`src/rtl/mem_access_unit_pkg.sv`:
```
// Shared definitions for the MEM-stage access controller: FSM encodings, branch bits, helpers.
// Latency: n/a (constants and pure functions only).
// Backpressure: n/a.
package mem_access_unit_pkg;

    // FSM state encodings
    localparam logic [1:0] ST_IDLE = 2'd0;
    localparam logic [1:0] ST_BUSY = 2'd1;
    localparam logic [1:0] ST_DONE = 2'd2;

    // branch_in bit positions
    localparam int BR_EQ_BIT = 0;
    localparam int BR_NE_BIT = 1;

    // Raw branch decision before stall gating
    function automatic logic branch_taken(input logic [1:0] br, input logic zero);
        return (br[BR_EQ_BIT] & zero) | (br[BR_NE_BIT] & ~zero);
    endfunction

    // Byte address to word-aligned bus address
    function automatic logic [31:0] word_addr(input logic [31:0] byte_addr);
        return {byte_addr[31:2], 2'b00};
    endfunction

endpackage

```
`src/rtl/mem_timeout_ctr.sv`:
```
// Counts BUSY cycles of one data-memory access and flags expiry when no ack arrived in time.
// Latency: expired is combinational; it is high during the TIMEOUT_CYCLES-th BUSY cycle without ack.
// Backpressure: none; the counter simply clears whenever busy drops or the access ends.
module mem_timeout_ctr #(
    parameter int TIMEOUT_CYCLES = 16
) (
    input  logic clk,
    input  logic rst,
    input  logic busy,
    input  logic ack,
    output logic expired
);
    import mem_access_unit_pkg::*;

    localparam int CW = $clog2(TIMEOUT_CYCLES + 1);
    localparam logic [CW-1:0] LAST = CW'(TIMEOUT_CYCLES - 1);

    logic [CW-1:0] cnt;

    // The access ends at this edge if the count is about to reach TIMEOUT_CYCLES
    assign expired = busy & ~ack & (cnt == LAST);

    // Count BUSY cycles; clear on reset, outside BUSY and whenever the access ends
    always_ff @(posedge clk) begin
        if (!rst) begin
            cnt <= '0;
        end else if (!busy || ack || expired) begin
            cnt <= '0;
        end else begin
            cnt <= cnt + CW'(1);
        end
    end

endmodule

```
`src/rtl/mem_access_unit.sv`:
```
// MEM-stage controller: issues a req/ack data-memory access, resolves branches, presents the WB result.
// Latency: an ack on the Nth BUSY cycle gives N+1 stall cycles, then one DONE cycle with mem_stall=0.
// Backpressure: mem_stall holds the upstream pipeline while an access is outstanding; MEM_TIMEOUT_EN adds a bus timeout.
module mem_access_unit #(
    parameter int TIMEOUT_CYCLES = 16
) (
    input  logic        clk,
    input  logic        rst,
    input  logic [31:0] npc_in,
    input  logic [31:0] alu_c_in,
    input  logic [31:0] rt_data_in,
    input  logic        zero_in,
    input  logic [4:0]  reg_rd_in,
    input  logic [1:0]  branch_in,
    input  logic        memr_in,
    input  logic        memw_in,
    input  logic        regw_in,
    input  logic        mem2reg_in,
    output logic        dm_req,
    output logic        dm_we,
    output logic [31:0] dm_addr,
    output logic [31:0] dm_wdata,
    input  logic        dm_ack,
    input  logic [31:0] dm_rdata,
    output logic        mem_stall,
    output logic        pc_src,
    output logic [31:0] branch_tgt,
    output logic [31:0] wb_data,
    output logic [4:0]  wb_rd,
    output logic        wb_regw,
    output logic        bus_err
);
    import mem_access_unit_pkg::*;

    logic [1:0]  state;
    logic [31:0] rdata_q;
    logic        mem_op;
    logic        is_load;
    logic        timeout_hit;

    assign mem_op  = memr_in | memw_in;
    // A simultaneous read+write is a store; no read data is captured
    assign is_load = memr_in & ~memw_in;

`ifdef MEM_TIMEOUT_EN
    mem_timeout_ctr #(
        .TIMEOUT_CYCLES(TIMEOUT_CYCLES)
    ) u_timeout (
        .clk     (clk),
        .rst     (rst),
        .busy    (state == ST_BUSY),
        .ack     (dm_ack),
        .expired (timeout_hit)
    );

    // Sticky bus error, set on timeout and cleared only by reset
    always_ff @(posedge clk) begin
        if (!rst) begin
            bus_err <= 1'b0;
        end else if (timeout_hit) begin
            bus_err <= 1'b1;
        end
    end
`else
    assign timeout_hit = 1'b0;
    assign bus_err     = 1'b0;
`endif

    // Access FSM: issue from IDLE, wait for ack in BUSY, release the pipeline for one DONE cycle
    always_ff @(posedge clk) begin
        if (!rst) begin
            state   <= ST_IDLE;
            dm_req  <= 1'b0;
            dm_we   <= 1'b0;
            rdata_q <= '0;
        end else begin
            case (state)
                ST_IDLE: begin
                    if (mem_op) begin
                        state  <= ST_BUSY;
                        dm_req <= 1'b1;
                        dm_we  <= memw_in;
                    end
                end
                ST_BUSY: begin
                    if (dm_ack) begin
                        if (is_load) begin
                            rdata_q <= dm_rdata;
                        end
                        dm_req <= 1'b0;
                        state  <= ST_DONE;
                    end else if (timeout_hit) begin
                        dm_req  <= 1'b0;
                        rdata_q <= '0;
                        state   <= ST_DONE;
                    end
                end
                ST_DONE: begin
                    dm_we <= 1'b0;
                    state <= ST_IDLE;
                end
                default: begin
                    dm_req <= 1'b0;
                    dm_we  <= 1'b0;
                    state  <= ST_IDLE;
                end
            endcase
        end
    end

    // EX/MEM is frozen during an access, so address and data can be driven straight through
    assign dm_addr  = word_addr(alu_c_in);
    assign dm_wdata = rt_data_in;

    // Stall from the request cycle in IDLE through every BUSY cycle
    assign mem_stall = ((state == ST_IDLE) & mem_op) | (state == ST_BUSY);

    // Branch and writeback outputs; gating by mem_stall makes each commit happen once
    assign pc_src     = branch_taken(branch_in, zero_in) & ~mem_stall;
    assign branch_tgt = npc_in;
    assign wb_data    = mem2reg_in ? rdata_q : alu_c_in;
    assign wb_rd      = reg_rd_in;
    assign wb_regw    = regw_in & ~mem_stall;

endmodule
```
`config.mk`:
```
export PLATFORM = sky130hd
export DESIGN_NAME = mem_access_unit
export DESIGN_NICKNAME = d
export VERILOG_FILES = /design/src/rtl/mem_access_unit_pkg.sv /design/src/rtl/mem_timeout_ctr.sv /design/src/rtl/mem_access_unit.sv
export SDC_FILE = /design/constraint.sdc
export NUM_CORES = 1
export LEC_CHECK = 0
export ABC_AREA = 1
export BUFFER_PORTS_ARGS = -buffer_cell sky130_fd_sc_hd__buf_2
export CELL_PAD_IN_SITES_DETAIL_PLACEMENT = 1
export CELL_PAD_IN_SITES_GLOBAL_PLACEMENT = 2
export CORE_MARGIN = 5
export CORE_UTILIZATION = 16
export DETAILED_ROUTE_END_ITERATION = 8
export GPL_TIMING_DRIVEN = 0
export PLACE_DENSITY = 0.83
export SETUP_SLACK_MARGIN = 0.15
export SYNTH_ARGS = -nofsm -noshare
export SYNTH_HDL_FRONTEND = slang
export SYNTH_SLANG_ARGS = --single-unit
```
`constraint.sdc`:
```
create_clock -name clk -period 1.8 [get_ports clk]
set_clock_uncertainty 0.2 [all_clocks]
set_input_delay 0.36 -clock clk [delete_from_list [all_inputs] [get_ports clk]]
set_output_delay 0.36 -clock clk [all_outputs]
set_load 0.02 [all_outputs]
```
==> results.cfg <==
[worst_setup_path]
regToRegSetupSlack_ps = 250
worst_setup_path_start_kind = input pin
regToRegStartpoint = state[1]$_SDFFE_PN0P_
path_class = in2out
critical_path_arrival_ps = 1140
reg2reg_depth = 8
critPathMaxFanout = 8
endpoint = wb_data[11]
r2r_end = rdata_q[10]$_SDFFE_PN0P_
crit_path_start = mem2reg_in
required_ps = 1240
end_kind = primary output

[placement]
placed_cells = 734
dp_hpwl_mm = 8.39
place_ws_ps = -71.4
numPortBuffers = 208
place.gp.congestion = 0.678
place_area_mm2 = 0.00386

[timing]
rsz0062_at_grt = true
min_period_ps = 1700
fin_tns_setup_ps = 0
slew_violations = 0
max_clock_freq_ghz = 0.589
setup_viol = 0
hold_violations = 0
worst_hold_slack_ps = 98.7
fin_crit_sh_pct = 94.3
worst_slack_ps = 103

[grt]
grt_usage_pct = 10.2
grt_pass1_wl_mm = 14.7
grt_use_met1_pct = 10.2
grt.met3_usage_pct = 3.23
grt_pass1_vias = 2980
antenna_found_initial = 0
grt_max_degree = 11
grt_use_met2_pct = 20.3
grt-busiest-layer = met2
grt-ovfl-total = 0

[routing]
drt_iter0_drc = 45
vias_per_cell = 3.71
routed_wl_mm = 10.8
route.detailed.drc = 0
num_vias = 2785
detail_route.wl_per_cell_um = 14.4
ant_nets = 0
dr.pass1.iters = 3

[yosys]
synth_most_common_cell = buf_4
synth_area_leaders = buf_4 31%, dfxtp_1 29%, mux2_2 13%
syn_avg_cell_area_um2 = 8.21
synth_top_area_cell = buf_4
synth_edf_count = 0
netlist_area_mm2 = 0.00253
synth_top_cells_by_count = 105 x buf_4, 63 x nor2_1, 36 x dfxtp_1
seq_area_frac_synth_pct = 28.5
synth_cells = 308
ys_types = 22
ys_ff_latch = 36
synthFlopType = dfxtp_1
yosys_warnings = 0
async_flop_share_pct = 0
synth_top_area_share_pct = 31.2

[power_and_ir_drop]
finalPower_mw = 2.80
peakVddDrop_mv = 0.292
p_leak_nw = 2.50
powerDensity_mw_per_mm2 = 613

[clocking]
cts_buffer_depth = 2
path_clk_slew_ps = 50
cts_hold_buf = 0
cts_buffers = 5
cts_tree = done
root_buffer = clkbuf_16
cts.sinks = 36
clock_latency_ps = 280
cts_max_level = 2

[finish]
postLayoutCoreUtil_pct = 29.0
final_area_mm2 = 0.00456
multi_input_area_mm2 = 0.00108
area_delta_synth_final_pct = 80.5
regArea_um2 = 728
n_fill_cell = 1929
diodes = 0
finalNonFillerCells = 750
drive_above_1_share_pct = 72.1
layout.nets = 677

[floorplanning]
die_h_um = 136
die_w_um = 136
row_count = 46
core_mm2 = 0.0157
initial_utilization_pct = 16.1
pin_count = 282
dieArea_mm2 = 0.0184

[min_path]
hold_class = in2reg

[job]
maxCapViolCount = 0

[status]
outcome = complete, no violations
[routing by layer]
metal | vias to the layer above | wire length, µm
met1 | 1284 | 3960
met5 | - | 0
met3 | 8 | 951
li1 | 1336 | -
met4 | 0 | 85
met2 | 157 | 5790
[layout make-up]
cell class / count / share of cell area, %
repair buffers: 217 / 30.2
multi-input cells: 153 / 23.7
plain buffers: 115 / 20.4
flip-flops and latches: 36 / 16.0
well taps: 216 / 5.92
clock buffers: 7 / 3.35
inverters: 6 / 0.548
[report_power, final]
part,leakage (nW),switching [mW],total [mW],internal (mW)
clock network,0.0760,0.343,0.924,0.581
registers,0.293,0.0200,0.845,0.825
logic,2.13,0.498,1.03,0.529
[repair_timing]
| item | 4_1_cts | 5_1_grt |
|---|---|---|
| setup endpoints to repair | 33 | 34 |
| gates cloned | 1 | 2 |
| pin swaps | 3 | 3 |
| buffers inserted | 4 | 2 |
| resized for setup | 53 | 72 |
[kinds of logic after synthesis]
family | count (synthesis) | share of synthesized area [%]
compound gates | 36 | 7.13
buf+inv | 121 | 35.4
flops | 36 | 28.5
mux | 33 | 14.7
other cells | 1 | 0.148
simple gates | 81 | 14.1
[sequential cells by signal (all words and copies together), names as in the netlist]
register	cells
state	2
rdata_q	32
dm_we	1
dm_req	1
[placed cells by master, fill, tap and decap left out, types with 6 or more instances in the layout]
cell type	n
buf_2	174
buf_4	108
buf_6	40
clkbuf_16	8
dfxtp_1	34
mux2_4	31
nand2_1	6
nor2_1	60
o21ai_0	17
o21ai_1	15
[how the worst min path moves through the flow]
stage / cells after the start / startpoint / to / slack, ps
2_1_floorplan: 2 / rdata_q[1]$_SDFFE_PN0P_ / rdata_q[1]$_SDFFE_PN0P_ / 260
3_3_place_gp: 2 / dm_we$_SDFFE_PN0P_ / dm_we$_SDFFE_PN0P_ / 250
3_5_place_dp: 2 / dm_we$_SDFFE_PN0P_ / dm_we$_SDFFE_PN0P_ / 260
4_1_cts: 3 / dm_rdata[16] / rdata_q[16]$_SDFFE_PN0P_ / 90
5_1_grt: 3 / dm_rdata[22] / rdata_q[22]$_SDFFE_PN0P_ / 90
6_report: 3 / dm_rdata[16] / rdata_q[16]$_SDFFE_PN0P_ / 100
[critical path, stage by stage]
cell	delay (ps)
clkbuf_16	170
clkbuf_16	170
mux2_4	300
buf_6	130
Note: power is estimated with default switching activity, not from simulation.
